`src/rtl/fetch_pc_unit.sv`:
```
// fetch_pc_unit: fetch PC register with trap/mret redirect, stall, and circular return-address stack
module fetch_pc_unit #(
   parameter int              XLEN         = 32,
   parameter logic [XLEN-1:0] RESET_VECTOR = 32'h0000_0000,
   parameter int              STEP         = 4,
   parameter int              RAS_DEPTH    = 4,
   localparam int             CW           = $clog2(RAS_DEPTH + 1),
   localparam int             PW           = $clog2(RAS_DEPTH)
) (
   input  logic            CLK,
   input  logic            Reset,
   input  logic            Busy,
   input  logic            PCSrc,
   input  logic [XLEN-1:0] Result,
   input  logic            Call,
   input  logic            Ret,
   input  logic            Trap,
   input  logic [XLEN-1:0] Trap_Vector,
   input  logic            Mret,
   input  logic [XLEN-1:0] Epc,
   output logic [XLEN-1:0] PC,
   output logic [XLEN-1:0] PC_Plus_Step,
   output logic [CW-1:0]   RAS_Count,
   output logic            Ret_Underflow
);
   logic [XLEN-1:0] r_pc;
   logic [CW-1:0]   r_cnt;
   logic [PW-1:0]   r_wp;
   logic            r_uf;
   logic [XLEN-1:0] r_ras [RAS_DEPTH];
   logic            w_acc, w_pop, w_push, w_uf;
   logic [PW-1:0]   w_top, w_wp_inc;
   logic [XLEN-1:0] w_pc_nxt;
   assign PC            = r_pc;
   assign RAS_Count     = r_cnt;
   assign Ret_Underflow = r_uf;
   assign PC_Plus_Step  = r_pc + XLEN'(STEP);
   // r_wp is the next free slot; the top entry sits just below it, wrapping circularly
   always_comb begin
      w_acc    = !Reset && !Trap && !Mret && !Busy;
      w_pop    = w_acc && Ret && (r_cnt != '0);
      w_uf     = w_acc && Ret && (r_cnt == '0);
      w_push   = w_acc && Call;
      w_top    = (r_wp == '0) ? PW'(RAS_DEPTH - 1) : r_wp - 1'b1;
      w_wp_inc = (r_wp == PW'(RAS_DEPTH - 1)) ? '0 : r_wp + 1'b1;
      w_pc_nxt = Trap ? Trap_Vector : Mret ? Epc : Busy ? r_pc :
                 w_pop ? r_ras[w_top] : (Ret || PCSrc) ? Result : PC_Plus_Step;
   end
   always_ff @(posedge CLK) begin
      if (Reset) begin
         r_pc  <= RESET_VECTOR;
         r_cnt <= '0;
         r_wp  <= '0;
         r_uf  <= 1'b0;
      end else begin
         r_pc <= w_pc_nxt;
         r_uf <= w_uf;
         if (w_pop && !w_push) begin
            r_wp  <= w_top;
            r_cnt <= r_cnt - 1'b1;
         end else if (w_push && !w_pop) begin
            r_wp <= w_wp_inc;
            if (r_cnt != CW'(RAS_DEPTH)) r_cnt <= r_cnt + 1'b1;
         end
      end
   end
   // a simultaneous pop+push rewrites the top in place
   always_ff @(posedge CLK) begin
      if (w_push) r_ras[w_pop ? w_top : r_wp] <= PC_Plus_Step;
   end
endmodule

```
`config.mk`:
```
export PLATFORM = sky130hd
export DESIGN_NAME = fetch_pc_unit
export DESIGN_NICKNAME = d
export VERILOG_FILES = /design/src/rtl/fetch_pc_unit.sv
export SDC_FILE = /design/constraint.sdc
export NUM_CORES = 1
export LEC_CHECK = 0
export ABC_CLOCK_PERIOD_IN_PS = 4800
export BUFFER_PORTS_ARGS = -buffer_cell sky130_fd_sc_hd__clkbuf_2
export CAP_MARGIN = 15
export CORE_ASPECT_RATIO = 1.1
export CORE_MARGIN = 2
export CORE_UTILIZATION = 51
export CTS_BUF_LIST = sky130_fd_sc_hd__clkbuf_4 sky130_fd_sc_hd__clkbuf_8
export DETAILED_ROUTE_END_ITERATION = 7
export PLACE_DENSITY_LB_ADDON = 0.08
export SYNTH_ARGS = -nofsm -noshare
export SYNTH_HDL_FRONTEND = slang
export SYNTH_SLANG_ARGS = --single-unit
```
`constraint.sdc`:
```
create_clock -name CLK -period 4.8 [get_ports CLK]
set_clock_uncertainty 0.15 [all_clocks]
set_input_delay 1.44 -clock CLK [delete_from_list [all_inputs] [get_ports CLK]]
set_output_delay 1.44 -clock CLK [all_outputs]
set_load 0.01 [all_outputs]
```
==> results by group <==
Setup path
  • Worst Path Max Fanout: 9
  • Arr. time, crit path: 2.90 ns
  • Critical path type: reg -> out
  • Crit end category: primary output
  • Setup crit start kind: register
  • Required @ worst endpoint: 3.21 ns

Route
  • Wire per inst: 24.6 um
  • Routed vias: 6760
  • Drc violations: 0
  • 1st-iter DRT viols: 697
  • Number of iterations in the first detailed-routing pass: 5
  • Antenna-violating nets left: 0
  • DR vias/cell: 6.38
  • Post-Route WL: 26100 um

Floorplanning
  • Die area: 17200 um2
  • Die height: 137 um
  • Core area: 15700 um2
  • Top Ports: 172
  • Chip width: 125 um
  • Num rows: 48
  • Initial core utilization: 52.3%

CTS
  • Post-CTS Setup Inserts: 0
  • Clock root cell: clkbuf_8
  • Resized cells post-CTS: 0
  • CTS tree: yes
  • CTS buffer count: 17
  • CTS clk-pin slew, worst paths: 0.09 ns
  • Clk buf depth: 2
  • CTS Sinks: 166
  • CTS Hold Buffers Added: 0
  • Worst-skew pair later-pin latency: 0.47 ns
  • H-tree depth: 4

Timing
  • Period utilization: 93.5%
  • Setup TNS: 0 ns
  • Hold Vio Cnt, Final: 0
  • Fmax: 0.223 GHz
  • Slew @ Worst Pin: 0.854 ns
  • Unrepaired setup endpoints after global routing: no
  • Worst slew margin: 43.1%
  • Hold slack final: 0.402 ns
  • Crit path time final: 4.49 ns
  • Endpoints failing setup: 0
  • Slew Viols, Final: 0

Synth
  • Sequential share of the synthesized area: 56.0%
  • Distinct cells, synth: 73
  • Post-synthesis register bit count: 166
  • Top FF cell, synth: edfxtp_1
  • Post-synth EDFFs: 128
  • Syn Nets: 791
  • Yosys warning count: 0
  • Cell count after synthesis: 681
  • Avg Cell Area, Syn: 12.1 um2
  • Synthesized area: 8230 um2
  • Async S/R FF share, synth: 0%

Finish
  • N_diodes: 0
  • Share of cells above drive strength 1: 33.5%
  • Layout Nets: 957
  • Area growth syn-to-layout: 17.9%
  • Register area: 4600 um2
  • Filler Cells Inserted: 1281
  • Multi-input logic area: 3350 um2

Global route
  • GRT Overall Usage: 30.5%
  • First-pass GRT wire length: 38900 um
  • Busiest grt layer: met2
  • Pin count of the biggest net entering global routing: 38
  • Met2 GRT Util: 51.0%
  • Grt met1 use: 39.7%
  • Vias in the first global route: 6657
  • Antenna violations before repair: 0
  • Total grt overflow: 0
  • GR Util met3: 6.52%

Pwr
  • Seq pwr share: 54.6%
  • Total power: 2.99 mW
  • VDD IR-drop max: 199 uV
  • Gate power share: 13.1%
  • P per Cell Area: 309 nW/um2
  • Int Power: 2.16 mW
  • Static Leak: 3.67 nW
  • Switching Share: 27.8%
  • Switching power: 0.833 mW
  • Clk pwr share: 32.2%

Flow run
  • Total of max-cap violations: 0

Status
  • Outcome: finished clean

Placement
  • RePlAce Congestion: 0.908
  • I/O Buffers: 171
  • Post-DP HPWL: 18000 um

Worst hold path
  • Min-delay worst type: reg -> reg
-- through the flow --
step | setup WS (ns) | util [%] | instance area [um2] | instances
global placement | 0.766 | 59.3 | 9330 | 1028
global route | 0.129 | 61.6 | 9700 | 1060
finish | 0.313 | 61.6 | 9700 | 1060
detailed placement | 0.694 | 59.3 | 9330 | 1028
CTS | 0.298 | 61.6 | 9700 | 1060
floorplan | 0.184 | - | 8240 | 681
-- layout make-up --
type / instances / share of cell area (%)
Tap cell: 200 / 2.58
Sequential cell: 166 / 47.5
Inverter: 23 / 0.890
Clock buffer: 18 / 2.49
Multi-Input combinational cell: 443 / 34.5
Clock inverter: 14 / 1.30
Timing Repair Buffer: 196 / 10.8
-- final timing paths --
kind,slack [ns],from,depth (start not counted),end
setup / recovery,0.31,PC[2],6,PC_Plus_Step[22]
hold / removal,0.40,PC[0],2,PC[0]
hold reg to reg,0.40,PC[0],2,PC[0]
setup reg to reg,1.91,r_wp[0],8,PC[17]
-- power groups by stage --
stage / Sequential (mW) / Combinational, mW / Clock [mW]
after floorplan: 1.66 / 0.204 / 0
after global placement: 1.67 / 0.381 / 0
after detailed placement: 1.67 / 0.387 / 0
after CTS: 1.63 / 0.390 / 0.979
after global routing: 1.64 / 0.423 / 1.04
final: 1.64 / 0.393 / 0.965
-- critical path: stages, from the launching register on --
cell and delay [ns]:
dfxtp_1 0.46, ha_1 0.25, nand3_2 0.22, or4_1 0.69, o31a_1 0.37, or2_1 0.29
clkbuf_2 0.16
-- per-layer routing --
layer	vias to the layer above	part of all wire, %
met1	3300	39
met5	-	0
li1	2984	-
met2	424	49
met3	52	9.1
met4	0	2.5
-- registers in the layout (all words and copies together) (netlist names) --
register       count
r_wp               2
r_ras            128
Ret_Underflow      1
RAS_Count          3
PC                32
-- cells in the final DEF, fill, tap and decap left out, types with 6 or more instances in the layout --
cell,n
a211oi_1,8
a21oi_1,45
a221oi_1,6
a31oi_1,11
buf_4,25
clkbuf_2,171
clkbuf_8,17
dfxtp_1,38
edfxtp_1,128
ha_1,6
inv_1,22
mux4_2,32
nand2_1,44
nand2b_1,10
nand3_1,20
nor2_1,41
nor3_1,18
nor4_1,11
o211ai_1,12
o21ai_0,26
o221ai_1,6
o22ai_1,9
or2_2,6
or3_1,8
xnor2_1,10
xor2_1,13
-- cells in the mapped netlist (3+ instances only) --
| cell | instances | area share, % |
|---|---|---|
| edfxtp_1 | 128 | 47 |
| a21oi_1 | 47 | 2.9 |
| nand2_1 | 44 | 2.0 |
| nor2_1 | 44 | 2.0 |
| dfxtp_1 | 38 | 9.2 |
| mux4_2 | 32 | 8.8 |
| clkbuf_1 | 27 | 1.2 |
| o21ai_0 | 26 | 1.6 |
| inv_1 | 22 | 1.0 |
| nand3_1 | 20 | 1.2 |
| nor3_1 | 18 | 1.1 |
| xor2_1 | 13 | 1.4 |
| o211ai_1 | 12 | 1.1 |
| a31oi_1 | 11 | 0.84 |
| nor4_1 | 11 | 0.84 |
| nand2b_1 | 10 | 0.76 |
| xnor2_1 | 10 | 1.1 |
| o22ai_1 | 9 | 0.68 |
| a211oi_1 | 8 | 0.73 |
| buf_1 | 8 | 0.36 |
| or3_1 | 8 | 0.61 |
| a221oi_1 | 6 | 0.64 |
| buf_2 | 6 | 0.36 |
| buf_4 | 6 | 0.55 |
| ha_1 | 6 | 0.91 |
| o221ai_1 | 6 | 0.64 |
| or2_2 | 6 | 0.46 |
| a21boi_0 | 5 | 0.46 |
| and3_1 | 5 | 0.38 |
| nand4_1 | 5 | 0.38 |
| o21a_1 | 5 | 0.46 |
| or4_1 | 5 | 0.46 |
| o31a_1 | 4 | 0.43 |
| o31ai_1 | 4 | 0.36 |
| or2_1 | 4 | 0.30 |
| a22oi_1 | 3 | 0.27 |
| and2_1 | 3 | 0.23 |
| mux2i_1 | 3 | 0.36 |
| nor2b_1 | 3 | 0.23 |
| o32ai_1 | 3 | 0.32 |
-- kinds of logic after synthesis --
family,synth area share [%]
AO/OA/AOI/OAI,14.2
XOR/XNOR,2.45
adder cells (fa/ha/maj),0.912
buffers and inverters,3.83
flip-flops,56.0
multiplexers,9.26
AND/OR/NAND/NOR,13.3
Power figures use the tool's default switching activity.
